**config.mk**
```make
export PLATFORM = sky130hd
export DESIGN_NAME = miner_nonce_dispatcher_flat
export DESIGN_NICKNAME = d
export VERILOG_FILES = /design/src/rtl/miner_nonce_dispatcher_if.sv /design/src/rtl/miner_nonce_dispatcher.sv /design/src/flat_wrapper.sv
export SDC_FILE = /design/constraint.sdc
export NUM_CORES = 2
export LEC_CHECK = 0
export ABC_CLOCK_PERIOD_IN_PS = 5950
export BUFFER_PORTS_ARGS = -buffer_cell sky130_fd_sc_hd__buf_2
export CAP_MARGIN = 40
export CORE_AREA = 3 3 254 256
export DETAILED_ROUTE_END_ITERATION = 12
export DIE_AREA = 0 0 257 259
export PLACE_DENSITY = 0.75
export SKIP_CTS_REPAIR_TIMING = 1
export SYNTH_ARGS = -nofsm -noshare
export SYNTH_HDL_FRONTEND = slang
export SYNTH_SLANG_ARGS = --single-unit
```
**constraint.sdc**
```tcl
create_clock -name clk -period 5.95 [get_ports clk]
set_input_delay 0 -clock clk [delete_from_list [all_inputs] [get_ports clk]]
set_output_delay 0 -clock clk [all_outputs]
set_load 0.01 [all_outputs]
```
**src/rtl/miner_nonce_dispatcher_if.sv**
```systemverilog
// Handshake between the nonce dispatcher (master) and one miner core (slave).
interface miner_nonce_dispatcher_if #(
  parameter int unsigned NONCE_W = 32,
  parameter int unsigned HASH_W  = 256
);
  logic               hash_enable;
  logic [NONCE_W-1:0] nonce;
  logic               core_finished;
  logic [HASH_W-1:0]  core_hash;

  modport master (
    output hash_enable,
    output nonce,
    input  core_finished,
    input  core_hash
  );

  modport slave (
    input  hash_enable,
    input  nonce,
    output core_finished,
    output core_hash
  );
endinterface

```
**src/rtl/miner_nonce_dispatcher.sv**
```systemverilog
// Sweeps a nonce range on one miner core, one hash at a time, and compares each
// returned hash against a latched target; reports found / exhausted / timeout.
module miner_nonce_dispatcher #(
  parameter int unsigned NONCE_W = 32,
  parameter int unsigned HASH_W  = 256,
  parameter int unsigned TIMEOUT = 400
) (
  input  logic                     clk,
  input  logic                     rst,
  input  logic                     start,
  input  logic                     abort,
  input  logic [NONCE_W-1:0]       nonce_first,
  input  logic [NONCE_W-1:0]       nonce_last,
  input  logic [HASH_W-1:0]        target,
  miner_nonce_dispatcher_if.master core,
  output logic                     busy,
  output logic                     found,
  output logic [NONCE_W-1:0]       nonce_found,
  output logic                     exhausted,
  output logic                     timeout_err
);

  localparam int unsigned CntW = $clog2(TIMEOUT + 1);
  // The counter reads k during the (k+1)th WAIT cycle; leaving on TIMEOUT-2 puts
  // timeout_err exactly TIMEOUT cycles after the hash_enable cycle.
  localparam logic [CntW-1:0] WaitLast = CntW'(TIMEOUT - 2);

  typedef enum logic [2:0] {
    StIdle,
    StLaunch,
    StWait,
    StCheck,
    StFound,
    StExhaust,
    StErr
  } state_e;

  state_e             state_q;
  logic               hash_enable_q;
  logic [NONCE_W-1:0] nonce_q;
  logic [NONCE_W-1:0] last_q;
  logic [HASH_W-1:0]  target_q;
  logic [HASH_W-1:0]  hash_q;
  logic [CntW-1:0]    wait_cnt_q;

  assign core.hash_enable = hash_enable_q;
  assign core.nonce       = nonce_q;

  always_ff @(posedge clk) begin
    if (rst) begin
      state_q       <= StIdle;
      hash_enable_q <= 1'b0;
      nonce_q       <= '0;
      last_q        <= '0;
      target_q      <= '0;
      hash_q        <= '0;
      wait_cnt_q    <= '0;
      busy          <= 1'b0;
      found         <= 1'b0;
      nonce_found   <= '0;
      exhausted     <= 1'b0;
      timeout_err   <= 1'b0;
    end else if (abort) begin
      state_q       <= StIdle;
      hash_enable_q <= 1'b0;
      busy          <= 1'b0;
      found         <= 1'b0;
      exhausted     <= 1'b0;
      timeout_err   <= 1'b0;
    end else begin
      hash_enable_q <= 1'b0;
      unique case (state_q)
        StIdle, StFound, StExhaust, StErr: begin
          if (start) begin
            last_q      <= nonce_last;
            target_q    <= target;
            found       <= 1'b0;
            exhausted   <= 1'b0;
            timeout_err <= 1'b0;
            if (nonce_first > nonce_last) begin
              state_q   <= StExhaust;
              exhausted <= 1'b1;
            end else begin
              nonce_q       <= nonce_first;
              state_q       <= StLaunch;
              hash_enable_q <= 1'b1;
              busy          <= 1'b1;
            end
          end
        end
        StLaunch: begin
          wait_cnt_q <= '0;
          state_q    <= StWait;
        end
        StWait: begin
          if (core.core_finished) begin
            hash_q  <= core.core_hash;
            state_q <= StCheck;
          end else if (wait_cnt_q == WaitLast) begin
            state_q     <= StErr;
            timeout_err <= 1'b1;
            busy        <= 1'b0;
          end else begin
            wait_cnt_q <= wait_cnt_q + 1'b1;
          end
        end
        StCheck: begin
          if (hash_q < target_q) begin
            state_q     <= StFound;
            found       <= 1'b1;
            nonce_found <= nonce_q;
            busy        <= 1'b0;
          end else if (nonce_q == last_q) begin
            // Equality before increment: an all-ones last nonce never wraps to 0.
            state_q   <= StExhaust;
            exhausted <= 1'b1;
            busy      <= 1'b0;
          end else begin
            nonce_q       <= nonce_q + 1'b1;
            state_q       <= StLaunch;
            hash_enable_q <= 1'b1;
          end
        end
        default: begin
          state_q <= StIdle;
          busy    <= 1'b0;
        end
      endcase
    end
  end

endmodule

```
**src/flat_wrapper.sv**
```systemverilog
// flat-port wrapper written by rule: the top's interface ports become plain ports
module miner_nonce_dispatcher_flat 
#(
  parameter int unsigned NONCE_W = 32,
  parameter int unsigned HASH_W  = 256,
  parameter int unsigned TIMEOUT = 400
)
  (clk, rst, start, abort, nonce_first, nonce_last, target, busy, found, nonce_found, exhausted, timeout_err, core_hash_enable, core_nonce, core_core_finished, core_core_hash);
  miner_nonce_dispatcher_if #(.NONCE_W(NONCE_W), .HASH_W(HASH_W)) core_i ();
  input  logic clk;
  input  logic rst;
  input  logic start;
  input  logic abort;
  input  logic [NONCE_W-1:0] nonce_first;
  input  logic [NONCE_W-1:0] nonce_last;
  input  logic [HASH_W-1:0] target;
  output logic busy;
  output logic found;
  output logic [NONCE_W-1:0] nonce_found;
  output logic exhausted;
  output logic timeout_err;
  output wire logic [$bits(core_i.hash_enable)-1:0] core_hash_enable;
  output wire logic [$bits(core_i.nonce)-1:0] core_nonce;
  input wire logic [$bits(core_i.core_finished)-1:0] core_core_finished;
  input wire logic [$bits(core_i.core_hash)-1:0] core_core_hash;
  assign core_hash_enable = core_i.hash_enable;
  assign core_nonce = core_i.nonce;
  assign core_i.core_finished = core_core_finished;
  assign core_i.core_hash = core_core_hash;
  miner_nonce_dispatcher #(.NONCE_W(NONCE_W), .HASH_W(HASH_W), .TIMEOUT(TIMEOUT)) u_core (.clk(clk), .rst(rst), .start(start), .abort(abort), .nonce_first(nonce_first), .nonce_last(nonce_last), .target(target), .core(core_i), .busy(busy), .found(found), .nonce_found(nonce_found), .exhausted(exhausted), .timeout_err(timeout_err));
endmodule
```
; Word-level counts from Yosys, hierarchy flattened
; Cells that the tools add are included.
[word_totals]
regBits = 625
in_bits = 581
word_cells = 91
[classes]
n_addsub = 2
n_lt_le_gt_ge = 2
n_eq_ne = 19
mux = 38
bitwise = 2
n_reduce_logical = 16
[op_table]
columns = operator, count
row1 = 256-bit less-than comparator, 1
row2 = 32-bit two-way mux, 4
row3 = 32-bit case mux with 2 select lines, 1
row4 = 32-bit by 1-bit adder with 32-bit output (second input constant), 1
row5 = 32-bit equality test, 1
row6 = 32-bit greater-than comparator, 1
row7 = 1-bit two-way mux, 18
row8 = 3-bit two-way mux, 6
row9 = 9-bit two-way mux, 2
row10 = 9-bit case mux with 2 select lines, 1
row11 = 2-bit inequality test (second input constant), 6
row12 = 3-bit case mux with 4 select lines, 1
row13 = 3-bit AND reduction, 4
row14 = 4-bit AND reduction, 3
row15 = 6-bit AND reduction, 2
row16 = 9-bit by 1-bit adder with 9-bit output (second input constant), 1
row17 = 3-bit equality test (second input constant), 3
row18 = 9-bit equality test (second input constant), 1
row19 = 1-bit case mux with 2 select lines, 4
row20 = 3-bit by 2-bit equality test with 1-bit output (second input constant), 2
row21 = 2-bit by 1-bit inequality test with 1-bit output (second input constant), 3
row22 = 2-bit nonzero test, 3
row23 = 1-bit case mux with 4 select lines, 1
row24 = 4-bit OR reduction, 1
row25 = 7 further kinds, 8

; Longest topological paths before layout
[depth]
word_depth = 4
mapped_depth = 14
ltp_nobuf = 12

; Least setup slack after synthesis
; No wires, ideal clock.
[synth_path]
kind = register to register
start = reg u_core.target_q[209]
end = reg u_core.nonce_found[19]
setup_time_ns = 0.121
t_arrival_ns = 2.867
setup_slack_ns = 2.962
stages_incl_launch_ff = 13
path_buffers = 0
period_less_slack_ns = 2.988
path_cell_list = dfxtp_1 -> inv_1 -> ha_1 -> a211oi_1 -> o21bai_1 -> a2111oi_2 -> o211ai_1 -> a21oi_1 -> o22ai_1 -> or3_4 -> or3_4 -> nor2_8 -> mux2_2
[synth_between]
elab_chain_cells = 2
[synth_rtl]
columns = item, line_no
row1 = start: declaration, miner_nonce_dispatcher.sv:42  ; logic [HASH_W-1:0] target_q;
row2 = start signal: assignment, miner_nonce_dispatcher.sv:76  ; target_q <= target;
row3 = 256-bit less-than comparator, miner_nonce_dispatcher.sv:108  ; if (hash_q < target_q) begin
row4 = 3-bit AND reduction (no source line), -
row5 = end signal: assignment, miner_nonce_dispatcher.sv:111  ; nonce_found <= nonce_q;
row6 = end: declaration, miner_nonce_dispatcher.sv:18  ; output logic [NONCE_W-1:0] nonce_found,
; No other way between the ends.
; A chain may end at the register's enable or synchronous reset.

; Worst setup path after layout
[layout_path]
start = reg u_core.target_q[122]
end = reg u_core.nonce_q[7], in the netlist u_core.core.nonce[7]
[layout_between]
elab_chain_cells = 3
[layout_rtl]
columns = item, line_no
row1 = 256-bit less-than comparator, miner_nonce_dispatcher.sv:108
row2 = 2-bit inequality test (no source line), -
row3 = 6-bit AND reduction (no source line), -
row4 = end signal: assignment, miner_nonce_dispatcher.sv:84  ; nonce_q <= nonce_first;
row5 = end signal: assignment, miner_nonce_dispatcher.sv:119  ; nonce_q <= nonce_q + 1'b1;
row6 = end: declaration, miner_nonce_dispatcher.sv:40  ; logic [NONCE_W-1:0] nonce_q;
; No other way between the ends.

==> metrics.md <==
| Metric | Value |
|---|---|
| Uppermost layer routed | `met5` |
| Hold_sp | `rst` |
| R2r setup slk | `1.45 ns` |
| Worst R2R Path Depth | `13` |
| P&R area growth vs syn | `41.61%` |
| CP Launch Point | `u_core.target_q[122]` |
| Critical path endpoint category | `flop` |
| Starting density of the core | `0.4863` |
| Synth Instances | `3969` |
| Placement Rows | `92` |
| Tightest Hold Check Type | `primary input to flop` |
| First-pass GRT wire length | `146800 um` |
| Post-route clock period utilization | `0.7562` |
| Crit start category | `flop` |
| CTS Buffer Depth | `3` |
| RSZ-0062 raised after global routing | `no` |
| Seq/Total Area, Yosys | `0.4101` |
| Initial DRC Count | `4177` |
| Worst Path Max Fanout | `15` |
| Vias in the first global route | `27160` |
| Fmax | `222.2 MHz` |
| FF+latch count, synth | `625` |
| Worst r2r src | `u_core.target_q[122]` |
| Worst vdd rail ir drop | `0.0002730 V` |
| TritonCTS clock tree | `done` |
| Final hold slack | `0.06191 ns` |
| Met1 Wirelength | `45800 um` |
| Final Wtd Congestion | `0.9326` |
| Largest cells by area after synthesis | `dfxtp_1 (41%), nand2_1 (15%), ha_1 (12%)` |
| Clock slew at reported path FFs | `0.06 ns` |
| DR DRC count | `0` |
| Root buffer cell | `clkbuf_16` |
| Crit path DAT | `5.00 ns` |
| Die W | `257 um` |
| Synth cell types | `82` |
| Gr usage total | `0.2757` |
| Hold Path Sink | `u_core.wait_cnt_q[1]` |
| Max-slew headroom | `0.2352` |
| FF-to-FF End | `u_core.core.nonce[7]` |
| Filler cell count | `4507` |
| Post-DP HPWL | `70240 um` |
| Met2 wire len | `57560 um` |
| Final min period | `4.499 ns` |
| Synth area leader | `dfxtp_1` |
| DRT Wirelength | `125300 um` |
| Worst Max-Slew Pin Slew | `1.147 ns` |
| Most instantiated cells after synthesis | `nand2_1 (1237), a21oi_1 (668), dfxtp_1 (625)` |
| EDFF count, synth | `0` |
| Wirelength per Cell | `20.62 um` |
| Max Slew Vio Count | `0` |
| Post-synth ARST share | `0` |
| ANT nets after route | `0` |
| Drt via density | `5.742` |
| CORE AREA | `62740 um^2` |
| GRT overflow | `0` |
| Max-Cap Viols | `0` |
| Crit path kind | `flop to flop` |
| Power density over cell area | `242.6 nW/um^2` |
| Setup TNS Final | `0 ns` |
| Final setup viols | `0` |
| Outcome | `complete, no violations` |
| Hold-critical path depth | `3` |
| H-tree levels | `3` |
| # nets final | `6015` |
| Leak | `18.09 nW` |
| Worst-Skew Late Latency | `0.62 ns` |
| Post-Syn Area per Cell | `7.686 um^2` |
| Synthesized area | `30510 um^2` |
| Die H | `259 um` |
| Worst Path Required | `6.45 ns` |
| CTS Sinks | `625` |
| TritonCTS buffer count | `71` |
| Vias post-DR | `34900` |
| Clock skew | `0.03043 ns` |
| Ys flop type | `dfxtp_1` |
| Fin. Hold Viols | `0` |
| Synth top area share | `0.4101` |
| Yosys warnings | `0` |
| Layout cells sized above 1 | `0.1593` |
| IO buf count | `649` |
| Met3 wire length | `12540 um` |
| Die ar. | `66560 um^2` |
| First-pass detailed-route iteration total | `8` |
| Initial antenna violation count | `39` |
| Net Count, Synth | `4840` |
| Largest net degree at the start of global routing | `218` |
| Io pins | `650` |
| Most common cell in the netlist | `nand2_1` |
-- critical path: stages, from the launching register on --
cell and delay [ns]:
dfxtp_1 0.33, inv_1 0.06, ha_1 0.29, nand4_1 0.10, or2_1 0.27, nor3_1 0.70, nand4_1 0.46, o211a_1 0.40
o211ai_1 0.46, a32oi_1 0.26, a21boi_2 0.41, nor2_2 0.16, buf_8 0.20, o32ai_1 0.30
-- final cells by class --
cell class	count	area, um^2	area share
multi-input cells	2818	15930	0.3688
flip-flops and latches	625	12510	0.2896
repair buffers	1327	10100	0.2338
clock buffers	105	2087	0.04831
inverters	301	1130	0.02615
well taps	846	1059	0.02450
clock inverters	21	295.3	0.006835
diodes	35	87.58	0.002027
-- placed cells by master, fill, tap and decap left out, types with 13 or more instances in the layout --
cell / Yosys / routed
xnor2_1: 34 / 34
nand2_1: 1237 / 1236
inv_1: 301 / 300
mux2i_1: 34 / 34
o21ai_0: 51 / 51
nand3_1: 43 / 43
ha_1: 290 / 290
buf_2: 4 / 648
buf_4: 5 / 13
clkbuf_8: 0 / 14
nor2_1: 62 / 61
nand4_1: 69 / 69
nor4_1: 13 / 13
a21oi_1: 668 / 668
a211oi_1: 30 / 30
clkbuf_1: 202 / 18
o211ai_1: 13 / 13
dlygate4sd3_1: 0 / 656
dfxtp_1: 625 / 625
a21o_1: 48 / 48
nor3_1: 50 / 50
diode_2: 0 / 35
clkbuf_16: 0 / 73
-- stage by stage --
stage	setup WS, ns	cells	power (mW)	util	instance area, um^2
3_3_place_gp	1.656	5258	5.563	0.5437	34110
5_1_grt	1.370	6065	10.81	0.6881	43170
4_1_cts	1.541	5387	10.04	0.5825	36550
3_5_place_dp	1.570	5261	5.586	0.5446	34160
2_1_floorplan	2.962	3969	5.107	-	30510
6_report	1.451	6078	10.48	0.6886	43200
-- power breakdown --
part | total [mW] | leakage, nW | internal [mW] | switching (mW)
sequential | 4.42 | 5.07 | 4.31 | 0.104
combinational | 1.53 | 11.9 | 0.705 | 0.827
clock | 4.53 | 1.17 | 2.67 | 1.87
total | 10.5 | 18.1 | 7.68 | 2.80
-- cells by family after synthesis --
group | count (synthesis) | share of synthesized area
xor+xnor | 41 | 0.01177
compound gates | 909 | 0.1692
flops | 625 | 0.4101
simple gates | 1543 | 0.2102
fa+ha+maj | 290 | 0.1189
mux | 35 | 0.01152
buf+inv | 526 | 0.06829
-- routing by layer --
layer  vias to the layer above  track usage
li1                      15660            -
met1                     15940       0.3522
met2                      2450       0.4554
met3                       831      0.05317
met4                        14       0.1186
met5                         -            0
-- how the worst max path moves through the flow --
stage	to	cells past startpoint	slack (ns)
finish	u_core.core.nonce[7]	13	1.45
global route	u_core.busy	12	1.37
CTS	u_core.core.nonce[9]	13	1.54
detailed placement	u_core.core.nonce[18]	13	1.57
global placement	u_core.core.nonce[14]	12	1.66
floorplan	u_core.nonce_found[19]	12	2.96
-- flip-flops by register name, indices dropped and copies added (netlist names) --
name and cells:
u_core.last_q 32, u_core.core.hash_enable 1, u_core.exhausted 1, u_core.hash_q 256
u_core.state_q 3, u_core.wait_cnt_q 9, u_core.busy 1, u_core.target_q 256
u_core.found 1, u_core.nonce_found 32, u_core.core.nonce 32, u_core.timeout_err 1
Note: power is estimated with default switching activity, not from simulation.
